`src/rtl/div_radix2_pkg.sv`:
```
// Shared definitions for the execute-stage radix-2 divider: FSM state
// encodings and the ALU control codes that select DIV/DIVU (shared with aludec).
package div_radix2_pkg;

   typedef enum logic [1:0] {
      DIV_IDLE = 2'd0,
      DIV_BUSY = 2'd1,
      DIV_DONE = 2'd2
   } divState_t;

   // alucontrol encodings decoded by aludec for the divide instructions
   localparam logic [3:0] ALU_DIV  = 4'b1010;
   localparam logic [3:0] ALU_DIVU = 4'b1011;

endpackage

```
`src/rtl/div_radix2_cond_neg.sv`:
```
// Conditional two's-complement negation: result = neg ? -value : value.
// Used for operand magnitudes on the way in and the sign fix on the way out.
module cond_neg #(
   parameter int WIDTH = 32
) (
   input  logic [WIDTH-1:0] value,
   input  logic             neg,
   output logic [WIDTH-1:0] result
);

   // negation wraps modulo 2^WIDTH, so the most negative value maps to itself
   always_comb begin
      result = neg ? -value : value;
   end

endmodule

```
`src/rtl/div_radix2.sv`:
```
// Restoring radix-2 integer divider for the E stage of the MIPS pipeline.
// Produces one quotient bit per cycle and returns {HI,LO} = {remainder, quotient}
// after a fixed WIDTH+1 cycle latency, stalling F/D/E while it iterates.
module div_radix2
   import div_radix2_pkg::*;
#(
   parameter int WIDTH = 32,
   parameter int CNT_W = 6
) (
   input  logic               clk,
   input  logic               rst,
   input  logic               startE,
   input  logic               signedE,
   input  logic               annulE,
   input  logic [WIDTH-1:0]   aE,
   input  logic [WIDTH-1:0]   bE,
   output logic [2*WIDTH-1:0] resultE,
   output logic               readyE,
   output logic               stallE
);

   localparam logic [CNT_W-1:0] LAST_COUNT = CNT_W'(WIDTH - 1);

   divState_t        state;
   logic [CNT_W-1:0] count;
   logic [WIDTH-1:0] rem;
   logic [WIDTH-1:0] quo;
   logic [WIDTH-1:0] divisor;
   logic [WIDTH-1:0] aHold;
   logic             signQ;
   logic             signR;
   logic             div0;

   logic [WIDTH-1:0] absA;
   logic [WIDTH-1:0] absB;
   logic [WIDTH:0]   remShift;
   logic [WIDTH:0]   trial;
   logic [WIDTH-1:0] nextRem;
   logic [WIDTH-1:0] nextQuo;
   logic [WIDTH-1:0] fixedQuo;
   logic [WIDTH-1:0] fixedRem;

   cond_neg #(.WIDTH(WIDTH)) negA (
      .value  (aE),
      .neg    (signedE & aE[WIDTH-1]),
      .result (absA)
   );

   cond_neg #(.WIDTH(WIDTH)) negB (
      .value  (bE),
      .neg    (signedE & bE[WIDTH-1]),
      .result (absB)
   );

   // The final iteration's quotient/remainder feed the sign fix directly so
   // the result can be registered on the same edge that enters DONE.
   cond_neg #(.WIDTH(WIDTH)) negQuo (
      .value  (nextQuo),
      .neg    (signQ),
      .result (fixedQuo)
   );

   cond_neg #(.WIDTH(WIDTH)) negRem (
      .value  (nextRem),
      .neg    (signR),
      .result (fixedRem)
   );

   // One restoring step: shift in the next dividend bit and keep the trial
   // subtraction only when it does not go negative.
   always_comb begin
      remShift = {rem, quo[WIDTH-1]};
      trial    = remShift - {1'b0, divisor};
      nextRem  = remShift[WIDTH-1:0];
      nextQuo  = {quo[WIDTH-2:0], 1'b0};
      if (!trial[WIDTH]) begin
         nextRem = trial[WIDTH-1:0];
         nextQuo = {quo[WIDTH-2:0], 1'b1};
      end
   end

   // Hold the pipeline from the accepting cycle through the last iteration;
   // dropping it in DONE lets the instruction advance alongside readyE.
   always_comb begin
      stallE = ((state == DIV_IDLE) && startE && !annulE) || (state == DIV_BUSY);
   end

   // Divider FSM: latch operands, iterate WIDTH times, then publish the result.
   always_ff @(posedge clk) begin
      if (rst) begin
         state   <= DIV_IDLE;
         count   <= '0;
         rem     <= '0;
         quo     <= '0;
         divisor <= '0;
         aHold   <= '0;
         signQ   <= 1'b0;
         signR   <= 1'b0;
         div0    <= 1'b0;
         resultE <= '0;
         readyE  <= 1'b0;
      end else begin
         readyE <= 1'b0;
         case (state)
            DIV_IDLE: begin
               if (startE && !annulE) begin
                  quo     <= absA;
                  divisor <= absB;
                  rem     <= '0;
                  count   <= '0;
                  signQ   <= signedE & (aE[WIDTH-1] ^ bE[WIDTH-1]);
                  signR   <= signedE & aE[WIDTH-1];
                  div0    <= (bE == '0);
                  aHold   <= aE;
                  state   <= DIV_BUSY;
               end
            end
            DIV_BUSY: begin
               if (annulE) begin
                  state <= DIV_IDLE;
               end else begin
                  rem   <= nextRem;
                  quo   <= nextQuo;
                  count <= count + 1'b1;
                  if (count == LAST_COUNT) begin
                     state  <= DIV_DONE;
                     readyE <= 1'b1;
                     if (div0) begin
                        resultE <= {aHold, {WIDTH{1'b1}}};
                     end else begin
                        resultE <= {fixedRem, fixedQuo};
                     end
                  end
               end
            end
            DIV_DONE: begin
               state <= DIV_IDLE;
            end
            default: begin
               state <= DIV_IDLE;
            end
         endcase
      end
   end

endmodule

```
`config.mk`:
```
export PLATFORM = sky130hd
export DESIGN_NAME = div_radix2
export DESIGN_NICKNAME = d
export VERILOG_FILES = /design/src/rtl/div_radix2_pkg.sv /design/src/rtl/div_radix2_cond_neg.sv /design/src/rtl/div_radix2.sv
export SDC_FILE = /design/constraint.sdc
export NUM_CORES = 1
export LEC_CHECK = 0
export ABC_AREA = 1
export ABC_CLOCK_PERIOD_IN_PS = 3700
export CORE_MARGIN = 2
export CORE_UTILIZATION = 35
export DETAILED_ROUTE_END_ITERATION = 10
export GPL_ROUTABILITY_DRIVEN = 0
export PLACE_DENSITY = 0.54
export SLEW_MARGIN = 5
export SYNTH_ARGS = -nofsm -noshare
export SYNTH_HDL_FRONTEND = slang
export SYNTH_SLANG_ARGS = --single-unit
export TNS_END_PERCENT = 50
```
`constraint.sdc`:
```
create_clock -name clk -period 3.7 [get_ports clk]
set_input_delay 0.925 -clock clk [delete_from_list [all_inputs] [get_ports clk]]
set_output_delay 0.925 -clock clk [all_outputs]
set_load 0.02 [all_outputs]
```
* After elaboration in Yosys (flattened, before gate mapping)
Index checks and enable logic that the tools add are counted.
** Word-level totals
- Register bits :: 204
- Input bits :: 69
- Word-level logic and storage cells :: 62
** Cells by class
- $add $sub $neg :: 6
- Equality and inequality tests :: 5
- Muxes and demuxes :: 21
- Bitwise logic cells :: 6
- Reductions and logical operators :: 13
** Operators with widths (count)
- $mux W32 :: 9
- $neg A32 Y32 :: 4
- $pmux W32 S2 :: 2
- $mux W64 :: 1
- $sub A33 B32 Y33 :: 1
- $logic_not A32 Y1 :: 1
- $mux W6 :: 2
- $pmux W6 S2 :: 1
- $add A6 B1 Y6 const B :: 1
- $eq A6 B5 Y1 const B :: 1
- $mux W2 :: 3
- $reduce_and A3 Y1 :: 2
- $pmux W2 S2 :: 1
- $reduce_and A2 Y1 :: 2
- $and A1 B1 Y1 :: 3
- $logic_and A1 B1 Y1 :: 3
- $ne A3 B2 Y1 const B :: 1
- $reduce_or A3 Y1 :: 1
- $eq A2 B1 Y1 const B :: 1
- $logic_not A2 Y1 :: 1
- $mux W1 :: 2
- $ne A2 B1 Y1 const B :: 1
- $ne A2 B2 Y1 const B :: 1
- $not A1 Y1 :: 2
- other kinds (4) :: 4

* Logic depth before layout (Yosys ltp)
Gate-level depths: netlist of the first run.
- Word-level depth :: 5
- Depth in mapped cells :: 28
- Gate-level depth less buffers :: 27

* Cells and area by module
Synthesis of the first run repeated with hierarchy kept, for this count alone.
** Unflattened totals
- Cells, all modules :: 2588
- Area, all modules :: 15195.8 um2
** By module, submodules not included
- div_radix2 :: times used 1, cells each 1688, area each 10986.8 um2
- cond_neg :: times used 4, cells each 225, area each 1052.3 um2

* Least setup slack after synthesis of the first run
Ideal clock, no wire load.
- Path type :: register -> register
- From :: register quo[31]
- To :: register resultE[30]
- Library setup time :: 0.117 ns
- Arrival :: 3.599 ns
- Path slack :: -0.016 ns
- Cell stages (with the launch flop) :: 28
- Path buffers :: 1
- Period minus slack after synthesis :: 3.716 ns
- Cells stage by stage :: dfxtp_1 inv_1 ha_1 inv_1 fa_1 nand2_1 nand2_1 nand3_1 nand2_2 nand2_2 nand2_2 nand2_4 nand3_2 nand2_4 buf_2 ha_1 nand3_1 nor3_1 nand4_1 nor3_1 nand2_1 inv_1 nand3_1 nand3b_1 o21ai_0 xor2_1 o221ai_1 inv_1
** Between the ends
- Longest elaborated chain between the ends :: 5
** Ends and longest elaborated chain
- from (decl) :: line div_radix2.sv:27 : logic [WIDTH-1:0] quo;
- from (signal assigned) :: line div_radix2.sv:107 : quo <= absA;
- from (signal assigned) :: line div_radix2.sv:123 : quo <= nextQuo;
- $sub A33 B32 Y33 :: line div_radix2.sv:73 : trial = remShift - {1'b0, divisor};
- $mux W1 :: line div_radix2.sv:76 : if (!trial[WIDTH]) begin
- $neg A32 Y32 :: line div_radix2_cond_neg.sv:13 : result = neg ? -value : value;
- $mux W32 :: line div_radix2_cond_neg.sv:13
- $mux W64 :: line div_radix2.sv:128 : if (div0) begin
- to (signal assigned) :: line div_radix2.sv:129 : resultE <= {aHold, {WIDTH{1'b1}}};
- to (signal assigned) :: line div_radix2.sv:131 : resultE <= {fixedRem, fixedQuo};
- to (decl) :: line div_radix2.sv:17 : output logic [2*WIDTH-1:0] resultE,
Every way passes these cells.
A chain may end at the register's enable or synchronous reset.

* Worst setup path in the final report of the first run
Ends and elaborated chain as after synthesis.

==> flow_summary.json, run 1 <==
{
  "seq_area_mm2": 0.00409,
  "final_area_mm2": 0.0181,
  "start_kind": "register",
  "viasPerCell": 5.01,
  "syn-cell-area_mm2": 0.0143,
  "async_flop_share": 0,
  "cts_tree": "done",
  "drtIter0Drc": 1188,
  "fin_cells": 3123,
  "ys_types": 52,
  "cp_max_fo": 3,
  "synth.largest_area_cell": "dfxtp_1",
  "wl_per_cell_um": 16.3,
  "fin_skew_ns": 0.0322,
  "cts_hold_buf": 0,
  "start_util": 0.353,
  "post-route-min-period_ns": 3.58,
  "numCtsBuffers": 25,
  "port_buffers": 134,
  "drv_slew": 0,
  "final_util": 0.445,
  "grt_pass1_vias": 14500,
  "syn_avg_cell_area_um2": 5.99,
  "tns_ns": 0,
  "synth_nets": 2495,
  "slew_headroom": 0.490,
  "outcome": "completed",
  "synth_most_common_cell": "nand2_1",
  "die_width_um": 206,
  "area_growth_pct": 26.2,
  "clock-root-buffer": "clkbuf_16",
  "fin_ws_ns": 0.119,
  "power_density_mw_per_mm2": 363,
  "placed_area_mm2": 0.0168,
  "die_h_um": 206,
  "remaining_drc_errors": 0,
  "drive_above_1_share": 0.103,
  "end_kind": "register",
  "final_nets": 2680,
  "synth_top_flop_cell": "dfxtp_1",
  "grt_pass1_wl_um": 79000,
  "cts_buffer_depth": 3,
  "core_area_mm2": 0.0406,
  "final.period_utilization": 0.968,
  "rsz0062_at_grt": "true",
  "max-cap-violations": 0,
  "setup_violations": 0,
  "fp-row-count": 74,
  "hp-class": "reg2reg",
  "ys_seq_area_frac": 0.285,
  "die_area_mm2": 0.0425,
  "post-dp-hpwl_um": 39500,
  "cts.clk_slew.worst_paths_ns": 0.06,
  "ios": 135,
  "place_inst": 3071,
  "critPathArrivalTime_ns": 4.08,
  "vias": 15700,
  "required_ns": 4.20,
  "leakagePower_nw": 8.88,
  "groute.usage.overall": 0.236,
  "place_ws_ns": -0.132,
  "fillers": 4360,
  "criticalPathCategory": "reg2reg",
  "synth-edff-count": 0,
  "ir_worst_vdd_mv": 0.279,
  "ys_ff_latch": 204,
  "hold_viol_final": 0,
  "multi_input_area_mm2": 0.00881,
  "grt_overflow": 0,
  "dr.pass1.iters": 6,
  "wirelength_um": 51000,
  "syn_inst": 2388,
  "ant_nets": 0,
  "tightest_slew_ns": 0.765,
  "grt_max_degree": 114,
  "synth_top_area_share": 0.285,
  "cts_sinks": 204,
  "clock.fmax_mhz": 279,
  "h-tree-depth": 1,
  "synthTopCellsByArea": "dfxtp_1 29%, nand2_1 19%, inv_1 8.7%",
  "ys_warn_count": 0,
  "synthTopCellsByCount": "743 x nand2_1, 331 x inv_1, 218 x nor2_1, 209 x a21oi_1, 204 x dfxtp_1",
  "antenna_found_initial": 0,
  "clkLatencyLatePin_ns": 0.56,
  "n_antenna_cell": 0
}
## path summary, 6_finish.rpt
path,start,to,slack (ns),cells past startpoint
setup / recovery,quo[31],resultE[30],0.12,26
setup reg to reg,quo[31],resultE[30],0.12,26
hold reg to reg,aHold[10],aHold[10],0.45,2
hold / removal,aHold[10],aHold[10],0.45,2
## where the power goes
part	internal [mW]	switching (mW)	total (mW)
registers	2.28	0.0786	2.36
logic	0.536	0.935	1.47
clock network	1.67	1.05	2.72
## cell type report
class,count,share of cell area
clock buffer,34,0.0404
clock inverter,11,0.0102
inverter,342,0.0711
multi-input combinational,1747,0.488
sequential,204,0.227
tap,532,0.0368
timing repair buffer,253,0.127
## cell families after synthesis
logic type / after synthesis / synth area share
buffers and inverters: 437 / 0.118
AND/OR/NAND/NOR: 1190 / 0.346
XOR/XNOR: 69 / 0.0422
flip-flops: 204 / 0.285
AO/OA/AOI/OAI: 450 / 0.175
adder cells (fa/ha/maj): 38 / 0.0337
## cells in the final DEF, fill, tap and decap left out, drive strengths merged, types with 5 or more instances in the layout
master,Yosys,final
a21oi,213,213
a221oi,6,6
a31oi,6,6
buf,25,120
clkbuf,70,34
clkdlybuf4s50,0,133
clkinv,4,7
dfxtp,204,204
ha,37,37
inv,338,341
nand2,767,767
nand3,121,121
nand3b,10,10
nand4,14,14
nor2,227,227
nor3,35,35
nor4,6,6
o211ai,12,12
o21ai,164,164
o221ai,29,29
o31ai,5,5
xnor2,31,31
xor2,38,38
## routing by layer
layer  GRT usage  vias to the layer above  wire (µm)
met5           0                        -          0
met4      0.0694                        0       1310
met3      0.0320                       77       3260
met2       0.378                      455      22500
met1       0.329                     7115      23900
li1            -                     8012          -
## through the flow
step           total power [mW]  hold WS [ns]
2_1_floorplan              3.28         0.430
3_3_place_gp               3.79         0.442
3_5_place_dp               3.80         0.446
4_1_cts                    6.54         0.456
5_1_grt                    6.86         0.464
6_report                   6.55         0.455
## state kept, by name, indices dropped and copies added (netlist names), 2 cells and up
| register | count |
|---|---|
| rem | 32 |
| resultE | 64 |
| count | 6 |
| state | 2 |
| quo | 32 |
| divisor | 32 |
| aHold | 32 |
## critical path: stages, from the launching register on
cell and delay, ns:
dfxtp_2 0.32, inv_2 0.07, ha_4 0.12, inv_2 0.04
fa_2 0.37, nand2_2 0.08, nand2_2 0.07, nand3_2 0.08
nand2_2 0.06, nand2_2 0.08, nand2_2 0.07, nand2_4 0.11
nand3_4 0.08, nand2_4 0.11, ha_4 0.16, nand3_4 0.09
nor3_4 0.21, nand4_1 0.19, nor3_2 0.22, nand2_1 0.11
inv_2 0.08, nand3_2 0.07, nand3b_1 0.22, o21ai_1 0.18
xor2_1 0.15, o221ai_1 0.11, inv_1 0.08
## timing repair
item	4_1_cts	5_1_grt
gates resized for setup	3	49
setup buffers	0	7
pin swaps	1	15
setup endpoints to repair	2	34
Note: power is estimated with default switching activity, not from simulation.
==> run 2: changes to the inputs <==
--- a/config.mk
+++ b/config.mk
@@ -12,6 +12,7 @@
 export DETAILED_ROUTE_END_ITERATION = 10
 export GPL_ROUTABILITY_DRIVEN = 0
 export PLACE_DENSITY = 0.54
+export RECOVER_POWER = 100
 export SLEW_MARGIN = 5
 export SYNTH_ARGS = -nofsm -noshare
 export SYNTH_HDL_FRONTEND = slang
==> run 2 against run 1 <==
Compared with the run above:
- the run now ends with capacitance limit, slew limit left
- critical path type is now in2out
- total power hardly changed
- wire length fell by 0.26%
- combinational power barely moved
- core utilization shrank 0.071 points
- critical endpoint is now stallE
- setup slack got worse by 0.040 ns
- clock power about the same
- count of clock-buffer cells in the layout did not move
- global-route usage unchanged
- cell count did not move
==> flow_summary.json, run 2 (synthesis results as in run 1) <==
{
  "outcome": "finished with violations",
  "failed_checks": "capacitance limit, slew limit",
  "core_area_mm2": 0.0406,
  "hp-class": "reg2reg",
  "r2r_slack_ns": 0.10,
  "cts.clk_slew.worst_paths_ns": 0.06,
  "final_cell_mix": "737 x nand2_1, 326 x inv_1, 211 x nor2_1, 209 x a21oi_1, 197 x dfxtp_1",
  "internal-power_mw": 4.49,
  "cp_max_fo": 2,
  "wirelength_um": 50900,
  "swShare": 0.315,
  "top_register": "resultE",
  "wl_per_cell_um": 16.3,
  "final.period_utilization": 0.979,
  "clock_power_share": 0.415,
  "fin_skew_ns": 0.0302,
  "largest_reg_flops": 64,
  "rsz0062_at_grt": "true",
  "power_density_mw_per_mm2": 363,
  "remaining_drc_errors": 0,
  "rr_worst_depth": 25,
  "hold_viol_final": 0,
  "slew_headroom": -0.00700,
  "port_buffers": 134,
  "grtUsageMet3": 0.0320,
  "fin_ws_ns": 0.0790,
  "h-tree-depth": 1,
  "place_ws_ns": -0.132,
  "fp-row-count": 74,
  "start_kind": "input pin",
  "required_ns": 2.77,
  "r2r-start": "divisor[9]",
  "criticalPathCategory": "in2out",
  "clkLatencyLatePin_ns": 0.56,
  "cts_buffer_depth": 3,
  "grt_pass1_wl_um": 79000,
  "grt.met1_usage": 0.329,
  "n_antenna_cell": 0,
  "post-route-min-period_ns": 3.62,
  "drv_slew": 81,
  "fillers": 4370,
  "end_kind": "primary output",
  "vias": 15600,
  "drive_above_1_share": 0.101,
  "die_area_mm2": 0.0425,
  "start_util": 0.353,
  "combPwrFrac": 0.224,
  "met2_usage": 0.378,
  "setup_violations": 0,
  "dr.pass1.iters": 5,
  "mostFrequentLayoutCell": "nand2_1",
  "leakagePower_nw": 9.10,
  "numCtsBuffers": 25,
  "grt_max_degree": 114,
  "slowest_delay_ns": 0.64,
  "p_sw_mw": 2.06,
  "p_total_mw": 6.55,
  "max-cap-violations": 1,
  "die_width_um": 206,
  "cts_tree": "done",
  "hold-path-endpoint": "aHold[10]",
  "tightest_slew_ns": 1.51,
  "die_h_um": 206,
  "hold_path_depth": 2,
  "cp_slowest_cell": "clkdlybuf4s50_1",
  "clock.fmax_mhz": 276,
  "antenna_found_initial": 0,
  "grt_pass1_vias": 14500,
  "final_nets": 2680,
  "drtIter0Drc": 1176,
  "final_util": 0.445,
  "worstHoldStart": "aHold[10]",
  "pwr-share-seq": 0.360,
  "ant_nets": 0,
  "viasPerCell": 5.00,
  "ir_worst_vdd_mv": 0.281,
  "ios": 135,
  "path_cells": "clkdlybuf4s50_1 -> nor4_1 -> inv_2 -> nand2_1 -> clkdlybuf4s50_1",
  "top_usage_layer": "met2",
  "area_growth_pct": 26.0,
  "cp_common_cell": "clkdlybuf4s50_1",
  "cts_sinks": 204,
  "clock-root-buffer": "clkbuf_16",
  "groute.usage.overall": 0.236,
  "post-dp-hpwl_um": 39500,
  "r2r-end": "resultE[30]",
  "critPathArrivalTime_ns": 2.70,
  "grt_overflow": 0
}
==> run 2: changes by cell type in the layout (fill, tap and decap cells not counted), sizes merged <==
cell           before  now
clkbuf             34   40
dlygate4sd3         0   65
buf               120  114
clkdlybuf4s50     133   68
==> run 2: worst max-delay path by stage <==
| stage | slack (ns) | end | from | depth (start not counted) |
|---|---|---|---|---|
| floorplan | 0.08 | resultE[30] | quo[31] | 27 |
| global placement | -0.08 | quo[30] | aE[0] | 17 |
| detailed placement | -0.13 | quo[30] | aE[0] | 17 |
| CTS | 0.01 | resultE[30] | quo[31] | 26 |
| global route | -0.09 | resultE[30] | quo[31] | 26 |
| finish | 0.08 | stallE | annulE | 5 |
==> run 2: per-layer routing <==
metal  part of all wire  wire length, µm
met1               0.47            24000
met2               0.44            22600
met3              0.060             3050
met4              0.025             1280
met5                  0                0
==> run 2: through the flow <==
stage | instances | hold slack [ns] | setup TNS (ns) | instance area [µm²]
global placement | 3071 | 0.442 | -0.198 | 16800
finish | 3123 | 0.455 | 0 | 18000
CTS | 3116 | 0.456 | 0 | 17800
floorplan | 2388 | 0.430 | 0 | 14300
global route | 3123 | 0.464 | -0.159 | 18000
detailed placement | 3071 | 0.446 | -0.421 | 16800
==> run 2: what timing repair did <==
| action | 4_1_cts | 5_1_grt |
|---|---|---|
| pin swaps | 1 | 15 |
| hold buffers | 0 | 0 |
| endpoints found under the setup margin | 2 | 34 |
| setup buffers | 0 | 7 |
| gates resized for setup | 3 | 49 |
==> run 2: area by class of cell <==
cell class / count / area [µm²] / share of cell area
multi-input combinational: 1747 / 8810 / 0.488
sequential: 204 / 4090 / 0.227
timing repair buffer: 253 / 2270 / 0.126
inverter: 342 / 1280 / 0.0712
clock buffer: 34 / 729 / 0.0404
tap: 532 / 666 / 0.0369
clock inverter: 11 / 184 / 0.0102
==> run 2: power groups by stage <==
stage                     combinational, mW  sequential, mW  clock, mW
after floorplan                       0.904            2.38          0
after global placement                 1.39            2.40          0
after detailed placement               1.40            2.41          0
after CTS                              1.41            2.36       2.78
after global routing                   1.64            2.37       2.85
final                                  1.47            2.36       2.72
==> run 2: worst max-delay path: cells and delay by family <==
| family | cells | cell delay, ns |
|---|---|---|
| simple gates | 2 | 0.57 |
| buf+inv | 3 | 1.20 |
==> run 3: changes to the inputs <==
--- a/config.mk
+++ b/config.mk
@@ -5,12 +5,12 @@
 export SDC_FILE = /design/constraint.sdc
 export NUM_CORES = 1
 export LEC_CHECK = 0
-export ABC_AREA = 1
 export ABC_CLOCK_PERIOD_IN_PS = 3700
 export CORE_MARGIN = 2
 export CORE_UTILIZATION = 35
 export DETAILED_ROUTE_END_ITERATION = 10
 export GPL_ROUTABILITY_DRIVEN = 0
+export HOLD_SLACK_MARGIN = 0.06
 export PLACE_DENSITY = 0.54
 export RECOVER_POWER = 100
 export SLEW_MARGIN = 5
==> run 3 against run 2 <==
Compared with the run above:
- the flow finishes with violations (capacitance limit, slew limit, setup timing)
- register-to-register slack got worse by 0.18 ns
- highest routed layer is now met5
- sequential share of layout area increased by 0.12 points
- setup slack got worse by 0.15 ns
- wire length decreased by 5.8%
- cell count decreased by 16%
- combinational power decreased by 3%
- core utilization increased by 2.2 points
- clock skew about the same
==> flow_summary.json, run 3 <==
{
  "ios": 135,
  "final.period_utilization": 1.02,
  "rsz0062_at_grt": "true",
  "p_total_mw": 6.50,
  "port_buffers": 134,
  "h-tree-depth": 1,
  "viasPerCell": 5.47,
  "async_flop_share": 0,
  "start_kind": "register",
  "failed_checks": "capacitance limit, slew limit, setup timing",
  "setup_violations": 3,
  "post-dp-hpwl_um": 36200,
  "ys_ff_latch": 204,
  "fin_ws_ns": -0.0754,
  "ys_seq_area_frac": 0.300,
  "grt_max_degree": 96,
  "ys_warn_count": 0,
  "slowest_delay_ns": 0.37,
  "die_area_mm2": 0.0404,
  "top_register": "resultE",
  "cts_sinks": 204,
  "final_area_mm2": 0.0179,
  "clock-root-buffer": "clkbuf_16",
  "synth_most_common_cell": "nor2_1",
  "critPathArrivalTime_ns": 4.17,
  "end_kind": "register",
  "vias": 14300,
  "fillers": 3915,
  "synth.largest_area_cell": "dfxtp_1",
  "wl_per_cell_um": 18.3,
  "cp_max_fo": 4,
  "cts.clk_slew.worst_paths_ns": 0.06,
  "n_antenna_cell": 0,
  "die_h_um": 201,
  "criticalPathCategory": "reg2reg",
  "die_width_um": 201,
  "drive_above_1_share": 0.166,
  "cp_common_cell": "inv_2",
  "start_util": 0.353,
  "synth-compound-area-share": 0.277,
  "mostFrequentLayoutCell": "nor2_1",
  "hold_viol_final": 0,
  "groute.usage.overall": 0.233,
  "power_density_mw_per_mm2": 362,
  "numCtsBuffers": 26,
  "synth_top_family_by_area": "compound AO/OA/AOI/OAI gates",
  "area_growth_pct": 32.1,
  "synth_fa_ha_area_frac": 0.0355,
  "antenna_found_initial": 2,
  "ant_nets": 0,
  "grt_overflow": 0,
  "final_nets": 2183,
  "fp-row-count": 72,
  "fin_skew_ns": 0.0299,
  "synth_top_area_share": 0.300,
  "synth_mux_area_frac": 0.0242,
  "core_area_mm2": 0.0385,
  "final_util": 0.467,
  "dr.pass1.iters": 5,
  "hold_path_depth": 2,
  "cp_slowest_cell": "fa_2",
  "drtIter0Drc": 964,
  "outcome": "finished with violations",
  "grt_pass1_wl_um": 75900,
  "final_cell_mix": "218 x nor2_1, 209 x nand2_1, 197 x dfxtp_1, 194 x a21oi_1, 191 x buf_4",
  "required_ns": 4.10,
  "placed_area_mm2": 0.0167,
  "syn-cell-area_mm2": 0.0136,
  "clkLatencyLatePin_ns": 0.56,
  "synth_top_flop_cell": "dfxtp_1",
  "largest_reg_flops": 64,
  "synth-edff-count": 0,
  "grt_pass1_vias": 13600,
  "synth_xor_area_frac": 0.0772,
  "drv_slew": 42,
  "clock.fmax_mhz": 265,
  "ys_types": 96,
  "synth-simple-area-share": 0.233,
  "slew_headroom": -0.223,
  "remaining_drc_errors": 0,
  "max-cap-violations": 1,
  "tightest_slew_ns": 1.83,
  "syn_avg_cell_area_um2": 7.41,
  "syn_inst": 1834,
  "post-route-min-period_ns": 3.78,
  "rr_worst_depth": 19,
  "synth_nets": 1941,
  "synthTopCellsByArea": "dfxtp_1 30%, a21oi_1 7.5%, nor2_1 6.1%",
  "cts_tree": "done",
  "wirelength_um": 47900,
  "ir_worst_vdd_mv": 0.269,
  "path_cells": "inv_2 -> ha_4 -> inv_2 -> fa_2 -> a211oi_4 -> o31ai_4 -> o21ai_4 -> a21oi_2 -> o211a_4 -> mux2_4 -> inv_2 -> ha_4 -> o2111a_2 -> nor3b_4 -> buf_4 -> a21oi_2 -> o41ai_2 -> xor2_1 -> o2bb2ai_1",
  "cts_buffer_depth": 3,
  "synthTopCellsByCount": "222 x nor2_1, 210 x nand2_1, 204 x a21oi_1, 204 x dfxtp_1, 118 x o21ai_0",
  "hp-class": "reg2reg",
  "leakagePower_nw": 7.23
}
[run 3: cells by family (layout without fill, tap and decap cells)]
kind of cell,count (synthesis),after routing
AND/OR/NAND/NOR,676,676
AO/OA/AOI/OAI,585,585
flip-flops,204,204
buffers and inverters,181,443
XOR/XNOR,119,119
adder cells (fa/ha/maj),38,38
multiplexers,31,31
[run 3: area by class of cell]
cell class	count	area [µm²]	share of cell area
sequential	204	4100	0.228
clock inverter	21	263	0.0146
clock buffer	27	654	0.0365
timing repair buffer	337	2890	0.161
multi-input combinational	1449	9180	0.511
inverter	58	220	0.0123
tap	518	648	0.0361
[run 3: what timing repair did]
| item | CTS | global route |
|---|---|---|
| pin swaps | 9 | 18 |
| endpoints found under the setup margin | 21 | 24 |
| hold buffers | 0 | 0 |
| buffers inserted | 1 | 5 |
| gates resized for setup | 23 | 46 |
[run 3: path summary, 6_finish.rpt]
kind                    start           to  slack (ns)
hold reg to reg   divisor[22]  divisor[22]        0.45
setup reg to reg      quo[31]  resultE[60]       -0.08
hold / removal    divisor[22]  divisor[22]        0.45
setup / recovery      quo[31]  resultE[60]       -0.08
[run 3: through the flow]
stage	cells	hold WS, ns	worst slack, ns	setup TNS, ns
global placement	2560	0.440	-0.157	-1.14
detailed placement	2560	0.445	-0.241	-2.65
global route	2614	0.462	-0.218	-2.15
finish	2614	0.453	-0.0754	-0.138
CTS	2609	0.454	-0.0324	-0.0909
floorplan	1834	0.431	-0.355	-3.26
[run 3: power by group]
group / switching [mW] / internal, mW
Sequential: 0.0711 / 2.27
Clock: 1.09 / 1.65
Combinational: 0.829 / 0.597
[run 3: worst max-delay path, delay by kind of cell, from the launching register on]
family                     cells  cell delay, ns
AOI/OAI and AO/OA              9            1.63
adders and majority gates      3            0.63
buffers and inverters          4            0.32
DFF                            1            0.32
muxes                          1            0.31
and+or+nand+nor                1            0.28
xor gates and xnor gates       1            0.12
[run 3: metal layers]
layer / up-vias / global-route usage / part of all wire
met5: - / 0 / 0.00027
met3: 86 / 0.0302 / 0.053
li1: 7129 / - / -
met4: 2 / 0.0836 / 0.034
met1: 6696 / 0.324 / 0.47
met2: 375 / 0.368 / 0.44
